<file path="src/rtl/mc_cpu_core_if.sv">
// Memory bus between the multicycle core and its memory.
// One outstanding access at a time: the core holds mem_req and the address/data until mem_ack.
interface mc_cpu_core_if;
  logic        mem_req;
  logic        mem_we;
  logic [31:0] mem_addr;
  logic [31:0] mem_wdata;
  logic [31:0] mem_rdata;
  logic        mem_ack;

  modport master (
    output mem_req, mem_we, mem_addr, mem_wdata,
    input  mem_rdata, mem_ack
  );

  modport slave (
    input  mem_req, mem_we, mem_addr, mem_wdata,
    output mem_rdata, mem_ack
  );
endinterface

</file>
<file path="src/rtl/mc_cpu_core.sv">
// Multicycle MIPS-subset core with a single shared instruction/data memory port.
// One FSM walks each instruction through fetch, decode, execute, memory and writeback.
module mc_cpu_core #(
  parameter logic [31:0] RESET_PC = 32'h0000_0000,
  parameter logic [5:0]  HALT_OP  = 6'b111111,
  parameter bit          SHIFT_EN = 1'b0
) (
  input  logic          clk,
  input  logic          rst,
  mc_cpu_core_if.master bus,
  output logic          halted,
  output logic          illegal
);

  localparam logic [5:0] OpRtype = 6'b000000;
  localparam logic [5:0] OpLw    = 6'b100011;
  localparam logic [5:0] OpSw    = 6'b101011;
  localparam logic [5:0] OpBeq   = 6'b000100;
  localparam logic [5:0] OpAddi  = 6'b001000;
  localparam logic [5:0] OpJ     = 6'b000010;
  localparam logic [5:0] OpJal   = 6'b000011;

  localparam logic [5:0] FnAdd = 6'b100000;
  localparam logic [5:0] FnSub = 6'b100010;
  localparam logic [5:0] FnAnd = 6'b100100;
  localparam logic [5:0] FnOr  = 6'b100101;
  localparam logic [5:0] FnSlt = 6'b101010;
  localparam logic [5:0] FnSll = 6'b000000;
  localparam logic [5:0] FnSrl = 6'b000010;

  typedef enum logic [3:0] {
    StFetch, StDecode, StExecR, StWbR, StExecI, StWbI, StMemAddr, StMemRd,
    StWbMem, StMemWr, StBranch, StJump, StJal, StHalt, StIllegal
  } state_e;

  state_e      state_q, state_d;
  logic [31:0] pc_q, ir_q, mdr_q, a_q, b_q, alu_out_q;
  logic [31:0] rf [32];

  logic [5:0]  opcode, funct;
  logic [4:0]  rs, rt, rd, shamt;
  logic [31:0] imm_sext, rs_val, rt_val, alu_r;
  logic        r_ok;
  logic        rf_we;
  logic [4:0]  rf_waddr;
  logic [31:0] rf_wdata;

  assign opcode   = ir_q[31:26];
  assign rs       = ir_q[25:21];
  assign rt       = ir_q[20:16];
  assign rd       = ir_q[15:11];
  assign shamt    = ir_q[10:6];
  assign funct    = ir_q[5:0];
  assign imm_sext = {{16{ir_q[15]}}, ir_q[15:0]};
  // r0 is hardwired to zero on read; its storage is never written.
  assign rs_val   = (rs == 5'd0) ? 32'd0 : rf[rs];
  assign rt_val   = (rt == 5'd0) ? 32'd0 : rf[rt];

  assign halted  = !rst && ((state_q == StHalt) || (state_q == StIllegal));
  assign illegal = !rst && (state_q == StIllegal);

  // R-type ALU result and funct legality.
  always_comb begin
    alu_r = 32'd0;
    r_ok  = 1'b0;
    case (funct)
      FnAdd: begin alu_r = a_q + b_q; r_ok = 1'b1; end
      FnSub: begin alu_r = a_q - b_q; r_ok = 1'b1; end
      FnAnd: begin alu_r = a_q & b_q; r_ok = 1'b1; end
      FnOr:  begin alu_r = a_q | b_q; r_ok = 1'b1; end
      FnSlt: begin alu_r = {31'd0, $signed(a_q) < $signed(b_q)}; r_ok = 1'b1; end
      FnSll: begin alu_r = b_q << shamt; r_ok = SHIFT_EN; end
      FnSrl: begin alu_r = b_q >> shamt; r_ok = SHIFT_EN; end
      default: ;
    endcase
  end

  // State register.
  always_ff @(posedge clk) begin
    if (rst) state_q <= StFetch;
    else     state_q <= state_d;
  end

  // Next-state decode and memory bus outputs.
  always_comb begin
    state_d       = state_q;
    bus.mem_req   = 1'b0;
    bus.mem_we    = 1'b0;
    bus.mem_addr  = pc_q;
    bus.mem_wdata = b_q;
    unique case (state_q)
      StFetch: begin
        bus.mem_req = 1'b1;
        if (bus.mem_ack) state_d = StDecode;
      end
      StDecode: begin
        if (opcode == HALT_OP) begin
          state_d = StHalt;
        end else begin
          case (opcode)
            OpRtype:    state_d = r_ok ? StExecR : StIllegal;
            OpLw, OpSw: state_d = StMemAddr;
            OpBeq:      state_d = StBranch;
            OpAddi:     state_d = StExecI;
            OpJ:        state_d = StJump;
            OpJal:      state_d = StJal;
            default:    state_d = StIllegal;
          endcase
        end
      end
      StExecR:   state_d = StWbR;
      StExecI:   state_d = StWbI;
      StMemAddr: state_d = (opcode == OpSw) ? StMemWr : StMemRd;
      StMemRd: begin
        bus.mem_req  = 1'b1;
        bus.mem_addr = alu_out_q;
        if (bus.mem_ack) state_d = StWbMem;
      end
      StMemWr: begin
        bus.mem_req  = 1'b1;
        bus.mem_we   = 1'b1;
        bus.mem_addr = alu_out_q;
        if (bus.mem_ack) state_d = StFetch;
      end
      StWbR, StWbI, StWbMem, StBranch, StJump, StJal: state_d = StFetch;
      StHalt, StIllegal: state_d = state_q;
      default: state_d = StFetch;
    endcase
    // Reset kills any request immediately so a late ack cannot complete it.
    if (rst) bus.mem_req = 1'b0;
  end

  // Datapath registers: PC, IR, MDR, A, B, ALUOut.
  always_ff @(posedge clk) begin
    if (rst) begin
      pc_q      <= RESET_PC;
      ir_q      <= 32'd0;
      mdr_q     <= 32'd0;
      a_q       <= 32'd0;
      b_q       <= 32'd0;
      alu_out_q <= 32'd0;
    end else begin
      case (state_q)
        StFetch: begin
          if (bus.mem_ack) begin
            ir_q <= bus.mem_rdata;
            pc_q <= pc_q + 32'd4;
          end
        end
        StDecode: begin
          a_q       <= rs_val;
          b_q       <= rt_val;
          alu_out_q <= pc_q + {imm_sext[29:0], 2'b00};
        end
        StExecR:            alu_out_q <= alu_r;
        StExecI, StMemAddr: alu_out_q <= a_q + imm_sext;
        StMemRd:            if (bus.mem_ack) mdr_q <= bus.mem_rdata;
        StBranch:           if (a_q == b_q) pc_q <= alu_out_q;
        StJump, StJal:      pc_q <= {pc_q[31:28], ir_q[25:0], 2'b00};
        default: ;
      endcase
    end
  end

  // Register file write port select.
  always_comb begin
    rf_we    = 1'b0;
    rf_waddr = rt;
    rf_wdata = alu_out_q;
    case (state_q)
      StWbR:   begin rf_we = 1'b1; rf_waddr = rd; end
      StWbI:   rf_we = 1'b1;
      StWbMem: begin rf_we = 1'b1; rf_wdata = mdr_q; end
      // pc_q already holds the return address (PC+4) here.
      StJal:   begin rf_we = 1'b1; rf_waddr = 5'd31; rf_wdata = pc_q; end
      default: ;
    endcase
  end

  // Register file storage; r0 is never written.
  always_ff @(posedge clk) begin
    if (!rst && rf_we && (rf_waddr != 5'd0)) rf[rf_waddr] <= rf_wdata;
  end

endmodule
</file>
<file path="src/flat_wrapper.sv">
// flat-port wrapper written by rule: the top's interface ports become plain ports
module mc_cpu_core_flat 
#(
  parameter logic [31:0] RESET_PC = 32'h0000_0000,
  parameter logic [5:0]  HALT_OP  = 6'b111111,
  parameter bit          SHIFT_EN = 1'b0
)
  (clk, rst, halted, illegal, bus_mem_req, bus_mem_we, bus_mem_addr, bus_mem_wdata, bus_mem_rdata, bus_mem_ack);
  mc_cpu_core_if bus_i ();
  input  logic clk;
  input  logic rst;
  output logic halted;
  output logic illegal;
  output wire logic [$bits(bus_i.mem_req)-1:0] bus_mem_req;
  output wire logic [$bits(bus_i.mem_we)-1:0] bus_mem_we;
  output wire logic [$bits(bus_i.mem_addr)-1:0] bus_mem_addr;
  output wire logic [$bits(bus_i.mem_wdata)-1:0] bus_mem_wdata;
  input wire logic [$bits(bus_i.mem_rdata)-1:0] bus_mem_rdata;
  input wire logic [$bits(bus_i.mem_ack)-1:0] bus_mem_ack;
  assign bus_mem_req = bus_i.mem_req;
  assign bus_mem_we = bus_i.mem_we;
  assign bus_mem_addr = bus_i.mem_addr;
  assign bus_mem_wdata = bus_i.mem_wdata;
  assign bus_i.mem_rdata = bus_mem_rdata;
  assign bus_i.mem_ack = bus_mem_ack;
  mc_cpu_core #(.RESET_PC(RESET_PC), .HALT_OP(HALT_OP), .SHIFT_EN(SHIFT_EN)) u_core (.clk(clk), .rst(rst), .bus(bus_i), .halted(halted), .illegal(illegal));
endmodule
</file>
<file path="config.mk">
export PLATFORM = sky130hd
export DESIGN_NAME = mc_cpu_core_flat
export DESIGN_NICKNAME = d
export VERILOG_FILES = /design/src/rtl/mc_cpu_core_if.sv /design/src/rtl/mc_cpu_core.sv /design/src/flat_wrapper.sv
export SDC_FILE = /design/constraint.sdc
export NUM_CORES = 2
export LEC_CHECK = 0
export CAP_MARGIN = 20
export CORE_MARGIN = 4
export CORE_UTILIZATION = 59
export DETAILED_ROUTE_END_ITERATION = 10
export PLACE_DENSITY = 0.72
export SLEW_MARGIN = 20
export SYNTH_ARGS = -nofsm -noshare
export SYNTH_HDL_FRONTEND = slang
export SYNTH_SLANG_ARGS = --single-unit
</file>
<file path="constraint.sdc">
create_clock -name clk -period 4.9 [get_ports clk]
set_input_delay 0.98 -clock clk [delete_from_list [all_inputs] [get_ports clk]]
set_output_delay 0.98 -clock clk [all_outputs]
set_load 0.01 [all_outputs]
</file>
Word-level counts from Yosys, hierarchy flattened. Memory sizes are Yosys's and may differ from the RTL's. A register that Yosys moved wholly into a read port is not among the register bits. Cells that the tools add are included.

Add/subtract/negate cells: 5. $lt $le $gt $ge: 1. Equal/unequal tests: 32. Shift operators: 2. Mux-type cells: 29. Bitwise operators: 4. Reductions and logical operators: 28.

Operators by type and width (number): $pmux W32 S7 (1); $pmux W32 S3 (2); $mux W32 (5); $add A32 B32 Y32 (3); $pmux W32 S2 (1); $eq A6 B6 Y1 const B (8); $add A32 B3 Y32 const B (1); $and A32 B32 Y32 (1); $eq A32 B32 Y1 (1); $lt A32 B32 Y1 (1); $or A32 B32 Y32 (1); $pmux W4 S8 (1); $shl A32 B5 Y32 (1); $shr A32 B5 Y32 (1); $sub A32 B32 Y32 (1); $eq A4 B4 Y1 const B (7); $mux W4 (6); $pmux W4 S6 (1); $mux W5 (4); $eq A6 B2 Y1 const B (3); $eq A4 B3 Y1 const B (4); $logic_not A6 Y1 (2); $logic_not A5 Y1 (2); $pmux W5 S2 (1); 22 further kinds (42).

Flip-flop bits (word level): 196. RAM bits: 1024. Input bits: 35. Output and inout bits: 68. Memories: 1.

Memory list: u_core.rf (depth 32, bits a word 32, read ports 2, clocked after Yosys merged registers in 2, write ports 1, RTL line mc_cpu_core.sv:38) `logic [31:0] rf [32];`.

Longest topological paths before layout.
Depth after elaboration: 7. Mapped depth: 15.

Least setup slack after synthesis. Ideal clock, no wire load.

Path type: flip-flop to flip-flop. From: reg u_core.state_q[3]. To: mem u_core.rf[4][0] (enable). Library setup time: 0.461 ns. Arrival: 3.794 ns. Data required time: 4.439 ns. Path slack: 0.645 ns. Cell stages (with the launch flop): 8. Buffers on the path: 3. Period minus slack after synthesis: 4.255 ns. Cell sequence: dfxtp_1 -> clkbuf_1 -> clkbuf_1 -> clkbuf_1 -> o21ai_0 -> nand2_1 -> nand2_1 -> nor3_1.

Word-level cells in the longest chain between the ends: 7. Elaborated cells between the ends (all ways): 12. Those cells by class: 4 x eq/ne; 4 x mux; 4 x reduce/logical.

Ends and longest elaborated chain: from (decl) (RTL line mc_cpu_core.sv:36) `state_e state_q, state_d;`; from (signal assigned) (RTL line mc_cpu_core.sv:80) `if (rst) state_q <= StFetch;`; from (signal assigned) (RTL line mc_cpu_core.sv:81) `else state_q <= state_d;`; $eq A4 B3 Y1, or another cell as far along (RTL line mc_cpu_core.sv:170) `case (state_q)`; $reduce_or A4 Y1 (no line); $mux W1 (RTL line mc_cpu_core.sv:170); $logic_and A1 B1 Y1 (2 in a row) (RTL line mc_cpu_core.sv:182) `if (!rst && rf_we && (rf_waddr != 5'd0)) rf[rf_waddr] <= rf_wdata;`; $mux W1 (RTL line mc_cpu_core.sv:182); $mux W1 (implied by the code) (RTL line mc_cpu_core.sv:182); to (decl) (RTL line mc_cpu_core.sv:38).

Several ways; a longest one is shown, not always the timed one.

Final worst setup path.
From: reg u_core.b_q[14] (netlist: u_core.bus.mem_wdata[14]). To: reg u_core.pc_q[17].

Word-level cells in the longest chain between the ends: 3.

Ends and longest elaborated chain: from (decl) (RTL line mc_cpu_core.sv:37) `logic [31:0] pc_q, ir_q, mdr_q, a_q, b_q, alu_out_q;`; from (signal assigned) (RTL line mc_cpu_core.sv:152) `b_q <= rt_val;`; $eq A32 B32 Y1 (RTL line mc_cpu_core.sv:158) `StBranch: if (a_q == b_q) pc_q <= alu_out_q;`; $ne A2 B1 Y1 (no line); $reduce_and A3 Y1 (no line); to (signal assigned) (RTL line mc_cpu_core.sv:147) `pc_q <= pc_q + 32'd4;`; to (signal assigned) (RTL line mc_cpu_core.sv:158); to (signal assigned) (RTL line mc_cpu_core.sv:159) `StJump, StJal: pc_q <= {pc_q[31:28], ir_q[25:0], 2'b00};`; to (decl) (RTL line mc_cpu_core.sv:37).

Every way passes these cells. A chain may end at the register's enable or synchronous reset.

==> metrics.cfg <==
[placed_design]
hpwl_um=158000
gp_congestion=1.08
io_buffers=102
placed_cells=6306

[run]
maxCapViolCount=0

[run_status]
outcome=finished, violations left
violations=design-rule violations

[clock_tree]
holdBufCountCts=0
cts_tree=built
cts_resized=0
clock_insertion_delay_worst_skew_ps=770
clkTransAtPathRegs_ps=60
ctsLongestPathBuffers=3
cts_sinks=1230
htreeDepth=4
numCtsBuffers=132
post_cts_buffers=0
clock-root-buffer=clkbuf_16

[worst_setup_path]
worstPathMaxFanout=25
crit_path_start_kind=flip-flop
arrival_ps=5030
cp_data_required_time_ps=5530
crit_type=flip-flop to flip-flop
endpoint_kind=flip-flop

[synthesis]
synthArstFlopShare=0
synthTopCellsByArea=edfxtp_1 45%, mux4_2 23%, dfxtp_1 6.1%
yosysTopAreaCellShare=0.454
post-synth-top-count-cell=edfxtp_1
synth-seq-cells=1230
synthesis.area_um2=67700
ys_seq_area_frac=0.515
postSynthAreaPerCell_um2=14.2
synth_common_cells=1024 x edfxtp_1, 688 x mux4_2, 452 x nor2_1
post-synth-top-area-cell=edfxtp_1
synth_edf_count=1024
synth_cell_type_count=100
ys_warn_count=0
synth_ff_type=edfxtp_1
synthCells=4776

[sta]
finalSetupTns_ps=0
hold_violations=0
finalCritPeriodShare=0.897
fmax_mhz=227
finalSetupViolCount=0
rsz0062_at_grt=false
holdWs_ps=456
finalMaxSlewViolations=0
worstMarginPinSlew_ps=1110
min_period_ps=4400
relSlewSlack=0.256
clock_skew_ps=55.7

[detailed_routing]
finalWirelength_um=249000
drt-vias-per-instance=7.56
ant_nets=0
avgRoutedWirePerCell_um=38.1
drtIter0Drc=8247
post-route-drc-count=2
num_vias=49497
drtPass1Iterations=11

[grt]
gr-total-overflow=0
grt_max_degree=91
grt_usage=0.413
grt_pass1_wl_um=357000
grt_antenna_before_repair=14
grt_pass1_vias=48710

[floorplan]
coreArea_um2=113000
die_y_um=347
rows=123
die_area_um2=120000
boundaryPins=103
die_x_um=347
start_util=0.598

[cells_and_area]
area_growth_pct=12.4
drive_gt1_frac=0.249
fin_cells=6549
final_nets=5153
utilization=0.672

[pwr]
p_leak_uw=0.0251
powerDensity_nw_per_um2=520
p_total_uw=39600
ir_worst_vdd_uv=368

[min_path]
hp-class=flip-flop to flip-flop

stage by stage:
stage          cell area [um^2]  setup WS, ps
6_report                  76100           504
5_1_grt                   76000           340
4_1_cts                   76000           598
3_5_place_dp              71800           705
3_3_place_gp              71800           736
2_1_floorplan             67800           645
cells by family (layout without fill, tap and decap cells):
| kind of cell | after synthesis | after routing | synth area share |
|---|---|---|---|
| flops | 1230 | 1230 | 0.515 |
| simple gates | 1068 | 1068 | 0.0701 |
| compound gates | 916 | 916 | 0.0895 |
| mux | 840 | 840 | 0.255 |
| buf+inv | 470 | 704 | 0.0276 |
| fa+ha+maj | 178 | 178 | 0.0334 |
| xor+xnor | 73 | 73 | 0.00945 |
| other cells | 1 | 40 | 0.0000554 |
path summary, 6_finish.rpt:
| kind | start | slack [ps] | cells after the start | to |
|---|---|---|---|---|
| worst min register to register | u_core.mdr_q[24]$_SDFFE_PP0P_ | 460 | 2 | u_core.mdr_q[24]$_SDFFE_PP0P_ |
| worst min-delay path | u_core.mdr_q[24]$_SDFFE_PP0P_ | 460 | 2 | u_core.mdr_q[24]$_SDFFE_PP0P_ |
| worst max register to register | u_core.bus.mem_wdata[14]$_SDFFE_PP0P_ | 500 | 12 | u_core.pc_q[17]$_SDFFE_PP0P_ |
| worst max-delay path | u_core.bus.mem_wdata[14]$_SDFFE_PP0P_ | 500 | 12 | u_core.pc_q[17]$_SDFFE_PP0P_ |
sequential cells by signal, summed over array words and instances (netlist names), named ones only:
name	flops
u_core.a_q	32
u_core.alu_out_q	32
u_core.bus.mem_wdata	32
u_core.ir_q	32
u_core.mdr_q	32
u_core.pc_q	32
u_core.rf	1024
u_core.state_q	4
cells in the final DEF, fill, tap and decap left out, types with 16 or more instances in the layout:
cell and n:
xor2_1 28, buf_12 28, a22oi_1 50, edfxtp_1 1024, mux2_2 34, a221oi_1 45
a31oi_1 31, nand4_1 18, clkbuf_16 132, nor2_1 415, xnor2_1 45, a21oi_1 319
o31ai_1 27, o21ai_0 138, clkinv_1 25, mux2i_1 107, conb_1 32, nor3_1 50
inv_1 118, dfxtp_1 192, nand2_1 311, mux4_2 688, a21o_1 38, clkdlybuf4s50_1 101
buf_4 217, nor2_4 32, a211oi_1 36, nand3_1 57, and3_1 54, clkinv_2 25
a221o_1 51, o211ai_1 18, o221ai_1 16, ha_1 174, clkbuf_1 27, o21bai_1 25
report_power, final:
part           switching [uW]  internal, uW  total, uW
registers                1090         12400      13500
clock network            4440          5380       9830
logic                   10000          6240      16300
total                   15500         24000      39600
cell type report:
cell class / count / area, um^2
fill: 7757 / 37100
sequential: 1230 / 34900
multi-input combinational: 3107 / 31300
clock buffer: 163 / 3460
timing repair buffer: 347 / 3210
tap: 1500 / 1880
clock inverter: 72 / 761
inverter: 122 / 458
antenna: 8 / 20.0
routing by layer:
metal,GRT usage,wire length (um),up-vias
li1,-,-,19532
met2,0.640,116000,4159
met4,0.232,17400,14
met1,0.537,84200,24918
met3,0.109,31900,874
met5,0,104,-
worst max-delay path, stage by stage, from the launching register on:
cell	delay, ps
dfxtp_1	660
inv_1	140
ha_1	550
nor4_1	560
nand4_1	320
or3_4	500
a31oi_4	250
o211ai_1	160
nand2_2	410
buf_4	320
o21ai_0	120
a22oi_1	220
nor2_1	60
(Power assumes the default switching activity.)
